File: src/rtl/alu_pkg.sv
// Shared ALU definitions: sequencer state encoding, default width, counter sizing.
// Used by the digit-serial add path, serial_adder_16.
package alu_pkg;

  typedef enum logic [1:0] {
    IDLE = 2'd0,
    RUN  = 2'd1,
    DONE = 2'd2
  } state_t;

  localparam int DEFAULT_WIDTH = 16;

  // Digit counter width; a single-digit operation still needs a 1-bit counter.
  function automatic int cnt_width(input int width, input int digit);
    int n;
    n = width / digit;
    return (n <= 1) ? 1 : $clog2(n);
  endfunction

endpackage

File: src/rtl/full_adder.sv
// One-bit full adder cell; chained DIGIT-wide to form the per-cycle ripple stage.
// Purely combinational, no backpressure.
module full_adder (
  input  logic a,
  input  logic b,
  input  logic ci,
  output logic s,
  output logic co
);

  assign s  = a ^ b ^ ci;
  assign co = (a & b) | (ci & (a ^ b));

endmodule

File: src/rtl/serial_adder_16.sv
// Digit-serial A+B+Cin, DIGIT bits per clock; oDone WIDTH/DIGIT cycles after accept, iStart ignored while busy.
// Optional signed-overflow output oOvf when SERIAL_ADDER_OVF_EN is defined.
module serial_adder_16
  import alu_pkg::*;
#(
  parameter int WIDTH = DEFAULT_WIDTH,
  parameter int DIGIT = 1
) (
  input  logic             iClk,
  input  logic             iRst_n,
  input  logic             iStart,
  input  logic [WIDTH-1:0] iA,
  input  logic [WIDTH-1:0] iB,
  input  logic             iC,
  output logic             oBusy,
  output logic             oDone,
  output logic [WIDTH-1:0] oSum,
  output logic             oCarry
`ifdef SERIAL_ADDER_OVF_EN
  ,
  output logic             oOvf
`endif
);

  localparam int N  = WIDTH / DIGIT;
  localparam int CW = cnt_width(WIDTH, DIGIT);

  if (DIGIT < 1 || (WIDTH % DIGIT) != 0) begin : g_bad_digit
    $error("serial_adder_16: DIGIT must divide WIDTH");
  end

  state_t           state;
  logic [WIDTH-1:0] a_q;
  logic [WIDTH-1:0] b_q;
  logic [WIDTH-1:0] sum_q;
  logic             carry_q;
  logic [CW-1:0]    cnt_q;

  logic [DIGIT:0]   c;
  logic [DIGIT-1:0] d;
  logic             last_digit;

  assign c[0] = carry_q;

  for (genvar i = 0; i < DIGIT; i++) begin : g_chain
    full_adder u_fa (
      .a  (a_q[i]),
      .b  (b_q[i]),
      .ci (c[i]),
      .s  (d[i]),
      .co (c[i+1])
    );
  end

  assign last_digit = (cnt_q == CW'(N - 1));

  always_ff @(posedge iClk or negedge iRst_n) begin
    if (!iRst_n) begin
      state   <= IDLE;
      a_q     <= '0;
      b_q     <= '0;
      sum_q   <= '0;
      carry_q <= 1'b0;
      cnt_q   <= '0;
      oBusy   <= 1'b0;
      oDone   <= 1'b0;
      oSum    <= '0;
      oCarry  <= 1'b0;
`ifdef SERIAL_ADDER_OVF_EN
      oOvf    <= 1'b0;
`endif
    end else begin
      oDone <= 1'b0;
      case (state)
        IDLE: begin
          if (iStart) begin
            a_q     <= iA;
            b_q     <= iB;
            carry_q <= iC;
            cnt_q   <= '0;
            oBusy   <= 1'b1;
            state   <= RUN;
          end
        end
        RUN: begin
          a_q     <= a_q >> DIGIT;
          b_q     <= b_q >> DIGIT;
          // New digit enters at the top so the LSB digit ends up at bit 0.
          sum_q   <= WIDTH'({d, sum_q} >> DIGIT);
          carry_q <= c[DIGIT];
          cnt_q   <= cnt_q + 1'b1;
          if (last_digit) begin
            oSum   <= WIDTH'({d, sum_q} >> DIGIT);
            oCarry <= c[DIGIT];
`ifdef SERIAL_ADDER_OVF_EN
            oOvf   <= c[DIGIT] ^ c[DIGIT-1];
`endif
            oDone  <= 1'b1;
            state  <= DONE;
          end
        end
        DONE: begin
          oBusy <= 1'b0;
          state <= IDLE;
        end
        default: begin
          oBusy <= 1'b0;
          state <= IDLE;
        end
      endcase
    end
  end

endmodule

File: config.mk
export PLATFORM = sky130hd
export DESIGN_NAME = serial_adder_16
export DESIGN_NICKNAME = d
export VERILOG_FILES = /design/src/rtl/alu_pkg.sv /design/src/rtl/full_adder.sv /design/src/rtl/serial_adder_16.sv
export SDC_FILE = /design/constraint.sdc
export NUM_CORES = 1
export LEC_CHECK = 0
export CORE_MARGIN = 10
export CORE_UTILIZATION = 47
export CTS_CLUSTER_SIZE = 40
export DETAILED_ROUTE_END_ITERATION = 12
export PLACE_DENSITY = 0.75
export SETUP_SLACK_MARGIN = 0.2
export SYNTH_ARGS = -nofsm -noshare
export SYNTH_HDL_FRONTEND = slang
export SYNTH_SLANG_ARGS = --single-unit
File: constraint.sdc
create_clock -name iClk -period 1.5 [get_ports iClk]
set_input_delay 0.3 -clock iClk [delete_from_list [all_inputs] [get_ports iClk]]
set_output_delay 0.3 -clock iClk [all_outputs]
set_load 0.05 [all_outputs]
==> flow_summary.ini, run 1 <==
[run_status]
run_status = complete, no violations

[clocking]
cts-root-buf = sky130_fd_sc_hd__clkbuf_8
cts-htree-levels = 3
tritoncts = yes
clock_path_buffers = 2
clkLatencyLatePin_ns = 0.34
cts.sink_count = 73
cts.reportedPaths.clkPinSlew_ns = 0.08
cts_inserted_buffers = 9

[floorplan]
coreArea_um2 = 6422
floorplan.die.width_um = 102.0
die_area_um2 = 10400
die_h_um = 102.0
row_count = 29
floorplan.initialDensity = 0.4917
ios = 55

[power_and_ir_drop]
power_density_nw_per_um2 = 2298
share_of_total_power_in_sequential_cells = 0.334
switching_share = 0.3567
vdd_drop_max_mv = 1.267
p_comb_frac = 0.493
clock_power_share = 0.173
leakagePower_nw = 2.056
power_switching_w = 0.003856
internal_power_w = 0.006955

[synth]
synth_xor_area_frac = 0
synth.net_count = 300
synth_largest_type_area_fraction = 0.5784
synth_enable_flop_cells = 0
netlist.top_cell.by_area = sky130_fd_sc_hd__dfrtp_1
syn_area_per_cell_um2 = 12.05
post_synth_cell_types = 27
yosys-mux-area-fraction = 0.1280
post_synthesis_cell_area_um2 = 3158
synth.yosys.seq_area_share = 0.5784
synthFlopType = sky130_fd_sc_hd__dfrtp_1
synth-async-reset-ratio = 1.000
postSynthCellCount = 262
synth-compound-area-share = 0.1672
synth.top_cells.by_area = sky130_fd_sc_hd__dfrtp_1 (58%), sky130_fd_sc_hd__mux2_2 (8.2%), sky130_fd_sc_hd__a22oi_1 (7.4%), sky130_fd_sc_hd__o21ai_0 (5.2%), sky130_fd_sc_hd__mux2_4 (4.3%)
synth_simple_gate_area_frac = 0.07448
ys.warnings.count = 0
largest_family_of_logic_cells_by_synthesized_area = compound AO/OA/AOI/OAI gates
synth.ff_latch_count = 73
synth_fa_ha_area_frac = 0.01030

[sta]
slew_viol_final = 0
timing.final.hold_violations = 0
setup_viol = 0
timing.clock.skew_ns = 0.007512
final_critical_path_required_period_ns = 1.447
tcrit_tclk_final = 0.9649
tightestPinTransition_ns = 0.2445
timing.fmax_mhz = 690.9
hold-worst-slack_ns = 0.3769
unrepaired_setup_endpoints_after_global_routing = yes
slew-limit-headroom = 0.8324

[routing]
route.vias.total = 2426
drtPass1Iterations = 5
wl_per_cell_um = 19.13
dr.first_iter.drc_count = 164
drc_errors = 0
routed_wl_mm = 8.113
vias_per_cell = 5.722
antenna_left = 0

[global_route]
wire_length_of_the_first_global_routing_pass_mm = 12.10
antenna_found_initial = 0
first_global_vias = 2453
grt_max_degree = 38
grt_overflow_total = 0
grt_overall_usage = 0.1461

[setup_path]
crit_path_start_kind = flip-flop
worstSetupEndpointType = flip-flop
crit_required_ns = 1.72
setup.worst_path.class = reg -> reg
timing.reg2reg.setup_slack_ns = 0.05
worstReg2RegEnd = sum_q[4]
crit_reg_reg_startpoint = state[0]
timing.critical_path.fanout_max = 8
reg2regPathDepth = 5
timing.critical_path.arrival_ns = 1.67

[final_layout]
layout.nets = 380
layout-drive-gt1-share = 0.3516
fillers = 404
postLayoutCoreUtil = 0.7325
antenna_cells_inserted = 0
flow.area_growth_from_synthesis_pct = 48.97

[placement]
finalWeightedCongestion = 0.7877
io_buffer_count = 54
dp_hpwl_mm = 4.622

[flow_run]
timing.max_cap.violations = 0

[worst_hold_path]
min_path_type = in -> async
## stage by stage
stage / cell area (um2) / total power, W / setup TNS, ns / cells / worst slack, ns
final: 4705 / 0.01081 / 0 / 424 / 0.05266
after global routing: 4705 / 0.01139 / 0 / 424 / 0.02181
after CTS: 4473 / 0.01016 / 0 / 417 / 0.1023
after detailed placement: 4046 / 0.007826 / -2.051 / 392 / -0.1191
after global placement: 4046 / 0.007655 / -0.2939 / 392 / -0.04065
after floorplan: 3158 / 0.006006 / -0.7704 / 262 / -0.08560
## repair_timing
action	CTS	global route
setup endpoints to repair	38	69
buffers inserted	4	2
pin swaps	3	7
hold buffers	1	0
resized for setup	25	42
endpoints found under the hold margin	16	0
cloned	4	5
## critical path, stage by stage (launching register included)
cell                        delay [ns]
sky130_fd_sc_hd__dfrtp_2          0.40
sky130_fd_sc_hd__nor2b_4          0.16
sky130_fd_sc_hd__buf_4            0.12
sky130_fd_sc_hd__buf_8            0.14
sky130_fd_sc_hd__clkbuf_16        0.17
sky130_fd_sc_hd__mux2_2           0.35
## Yosys cell counts, types with 2 or more instances
cell type	n
sky130_fd_sc_hd__nand2_1	20
sky130_fd_sc_hd__clkbuf_1	11
sky130_fd_sc_hd__o21ai_0	33
sky130_fd_sc_hd__a41oi_1	2
sky130_fd_sc_hd__mux2_4	9
sky130_fd_sc_hd__inv_1	2
sky130_fd_sc_hd__mux2_2	23
sky130_fd_sc_hd__buf_6	3
sky130_fd_sc_hd__buf_2	5
sky130_fd_sc_hd__nor2_1	4
sky130_fd_sc_hd__nor2b_1	17
sky130_fd_sc_hd__a22oi_1	31
sky130_fd_sc_hd__dfrtp_1	73
sky130_fd_sc_hd__a21oi_1	16
## state kept, by name, summed over array words and instances, names as in the netlist
signal and flops:
a_q 16, b_q 16, carry_q 1, cnt_q 4
oBusy 1, oCarry 1, oDone 1, oSum 16
state 2, sum_q 15
## placed cells by master, fill, tap and decap left out, types with 2 or more instances in the layout
cell	count
sky130_fd_sc_hd__mux2_2	15
sky130_fd_sc_hd__dfrtp_1	72
sky130_fd_sc_hd__nor2b_1	15
sky130_fd_sc_hd__clkdlybuf4s50_1	33
sky130_fd_sc_hd__nand2_1	20
sky130_fd_sc_hd__bufinv_16	3
sky130_fd_sc_hd__clkbuf_16	4
sky130_fd_sc_hd__inv_1	2
sky130_fd_sc_hd__a22oi_1	19
sky130_fd_sc_hd__a22oi_2	12
sky130_fd_sc_hd__buf_16	2
sky130_fd_sc_hd__buf_4	16
sky130_fd_sc_hd__o21ai_1	18
sky130_fd_sc_hd__buf_12	24
sky130_fd_sc_hd__a21oi_1	16
sky130_fd_sc_hd__clkbuf_8	10
sky130_fd_sc_hd__mux2_4	17
sky130_fd_sc_hd__o21ai_0	15
sky130_fd_sc_hd__nor2_1	4
sky130_fd_sc_hd__nor2b_4	2
sky130_fd_sc_hd__buf_6	7
## worst max path at each step
stage / startpoint / end / slack [ns]
2_1_floorplan: state[1] / oSum[10] / -0.09
3_3_place_gp: iStart / b_q[1] / -0.04
3_5_place_dp: iStart / a_q[8] / -0.12
4_1_cts: cnt_q[1] / oSum[0] / 0.10
5_1_grt: state[0] / sum_q[4] / 0.02
6_report: state[0] / sum_q[4] / 0.05
## power groups by stage
stage               clock network [W]  logic [W]  registers [W]
floorplan                           0    0.00192        0.00409
global placement                    0    0.00413        0.00352
detailed placement                  0    0.00425        0.00357
CTS                           0.00189    0.00472        0.00355
global route                  0.00200    0.00567        0.00372
finish                        0.00187    0.00533        0.00361
## logic make-up (layout without fill, tap and decap cells)
logic type                 after synthesis  in the layout
muxes                                   33             33
buffers and inverters                   23            108
and+or+nand+nor                         45             45
adders and majority gates                2              2
AOI/OAI and AO/OA                       86             86
DFF                                     73             73
## final cells by class
type / count / area [um2] / area share
clock inverter: 5 / 102.6 / 0.02181
clock buffer: 11 / 141.4 / 0.03005
timing repair buffer: 90 / 1207 / 0.2566
multi-input combinational: 166 / 1321 / 0.2809
sequential: 73 / 1828 / 0.3886
inverter: 2 / 7.507 / 0.001596
tap: 77 / 96.34 / 0.02048
## routing by layer
| metal | GRT usage | up-vias | wire (um) |
|---|---|---|---|
| met3 | 0.03441 | 6 | 581 |
| met2 | 0.2425 | 112 | 4274 |
| li1 | - | 1107 | - |
| met1 | 0.1757 | 1201 | 3161 |
| met5 | 0 | - | 0 |
| met4 | 0.06941 | 0 | 95 |
(Power assumes the default switching activity.)
==> run 2, diff against run 1 <==
CORE_UTILIZATION = 53   (was 47)
PLACE_DENSITY = 0.8   (was 0.75)
clock period = 1.8 ns   (was 1.5 ns; I/O delays follow)
==> run 2 against run 1 <==
  * Sequential share of layout area grew 6.8 points
  * Design area shrank 15%
  * Via count shrank 8.1%
  * Sequential cell count is the same
  * Die area shrank 9.2%
  * Combinational power shrank 44%
  * Maximum frequency shrank 6.0%
  * Non-clock buffer count shrank 21
  * Critical path depth shrank 1
  * Cell count shrank 5.4%
  * Critical path type unchanged
==> flow_summary.ini, run 2 (same netlist as run 1, synthesis figures left out) <==
[setup_path]
cp-startpoint = cnt_q[0]
timing.critical_path.fanout_max = 6
crit_required_ns = 2.02
timing.critical_path.arrival_ns = 1.76
crit_reg_reg_startpoint = cnt_q[0]
setup.worst_path.class = reg -> reg
crit_path_start_kind = flip-flop
worstSetupEndpointType = flip-flop

[clocking]
clock_path_buffers = 2
cts_inserted_buffers = 9
cts.reportedPaths.clkPinSlew_ns = 0.09
tritoncts = yes
cts_hold_repair.buffers = 0
clkLatencyLatePin_ns = 0.34
cts-root-buf = sky130_fd_sc_hd__clkbuf_8
cts-htree-levels = 3
cts.sink_count = 73

[routing]
wl_per_cell_um = 16.06
drtPass1Iterations = 4
dr.first_iter.drc_count = 106
route.vias.total = 2230
antenna_left = 0
routed_wl_mm = 6.439
drc_errors = 0
vias_per_cell = 5.561

[floorplan]
die_area_um2 = 9446
floorplan.initialDensity = 0.5398
row_count = 28
floorplan.die.width_um = 97.19
die_h_um = 97.19
coreArea_um2 = 5851
ios = 55

[placement]
finalWeightedCongestion = 0.7637
dp_hpwl_mm = 4.302
preCtsSetupSlack_ns = 0.1444
io_buffer_count = 54

[flow_run]
timing.max_cap.violations = 0

[power_and_ir_drop]
power_density_nw_per_um2 = 1820
leakagePower_nw = 1.757
vdd_drop_max_mv = 1.032

[sta]
timing.fmax_mhz = 649.3
slew-limit-headroom = 0.6169
setup_tns_ns = 0
tightestPinTransition_ns = 0.5747
timing.final.hold_violations = 0
slew_viol_final = 0
setup_viol = 0
final_critical_path_required_period_ns = 1.540
unrepaired_setup_endpoints_after_global_routing = no
timing.clock.skew_ns = 0.01003
tcrit_tclk_final = 0.8556
hold-worst-slack_ns = 0.01222
final_critical_path_setup_slack_ns = 0.2598

[global_route]
grt_overall_usage = 0.1379
first_global_vias = 2360
wire_length_of_the_first_global_routing_pass_mm = 11.18
grt_max_degree = 45
antenna_found_initial = 0
grt_overflow_total = 0

[final_layout]
commonest_cells_after_routing_fill_and_taps_aside = sky130_fd_sc_hd__dfrtp_1 (73), sky130_fd_sc_hd__clkdlybuf4s50_1 (34), sky130_fd_sc_hd__o21ai_0 (33)
postLayoutCoreUtil = 0.6833
final_common_cell = sky130_fd_sc_hd__dfrtp_1
antenna_cells_inserted = 0
flow.area_growth_from_synthesis_pct = 26.58
reg_top3 = a_q: 16 flops, b_q: 16 flops, oSum: 16 flops
layout-drive-gt1-share = 0.2638
layout.nets = 359

[worst_hold_path]
min_path_type = in -> async

[run_status]
run_status = complete, no violations
run 2: timing repair:
| action | 4_1_cts | 5_1_grt |
|---|---|---|
| setup buffers | 3 | 1 |
| endpoints found under the setup margin | 2 | 6 |
| gates resized for setup | 0 | 1 |
| pin swaps | 1 | 0 |
| hold endpoints to repair | 0 | 0 |
run 2: path summary, 6_finish.rpt:
kind	to	cells past startpoint	slack, ns
min reg2reg	b_q[12]	2	0.49
min	oSum[6]	1	0.01
max reg2reg	oSum[11]	4	0.26
max	oSum[11]	4	0.26
max in group asynchronous	sum_q[15]	2	1.22
min in group iClk	b_q[12]	2	0.49
run 2: critical path, stage by stage, from the launching register on:
cell and delay, ns:
sky130_fd_sc_hd__dfrtp_1 0.42, sky130_fd_sc_hd__ha_2 0.24, sky130_fd_sc_hd__and4_4 0.29, sky130_fd_sc_hd__buf_4 0.18, sky130_fd_sc_hd__mux2_4 0.30
run 2: final cells by class:
type / count / area (um2)
fillers: 471 / 1853
flip-flops and latches: 73 / 1827
multi-input cells: 166 / 1202
repair buffers: 69 / 640.6
clock buffers: 9 / 123.9
clock inverters: 7 / 102.6
well taps: 75 / 93.84
inverters: 2 / 7.507
run 2: report_power, final:
part           internal [W]  switching (W)
Combinational       0.00135        0.00164
Clock              0.000795       0.000640
Sequential          0.00237       0.000483
run 2: through the flow:
stage	total power (W)	instance area (um2)	instances
2_1_floorplan	0.005005	3158	262
3_3_place_gp	0.005703	3714	381
3_5_place_dp	0.005829	3714	381
4_1_cts	0.007308	3988	400
5_1_grt	0.007773	3998	401
6_report	0.007277	3998	401
run 2: per-layer routing:
layer / up-vias / track usage / part of all wire
li1: 1064 / - / -
met1: 1099 / 0.1777 / 0.46
met2: 57 / 0.2140 / 0.47
met3: 10 / 0.03698 / 0.050
met4: 0 / 0.05562 / 0.018
met5: - / 0 / 0
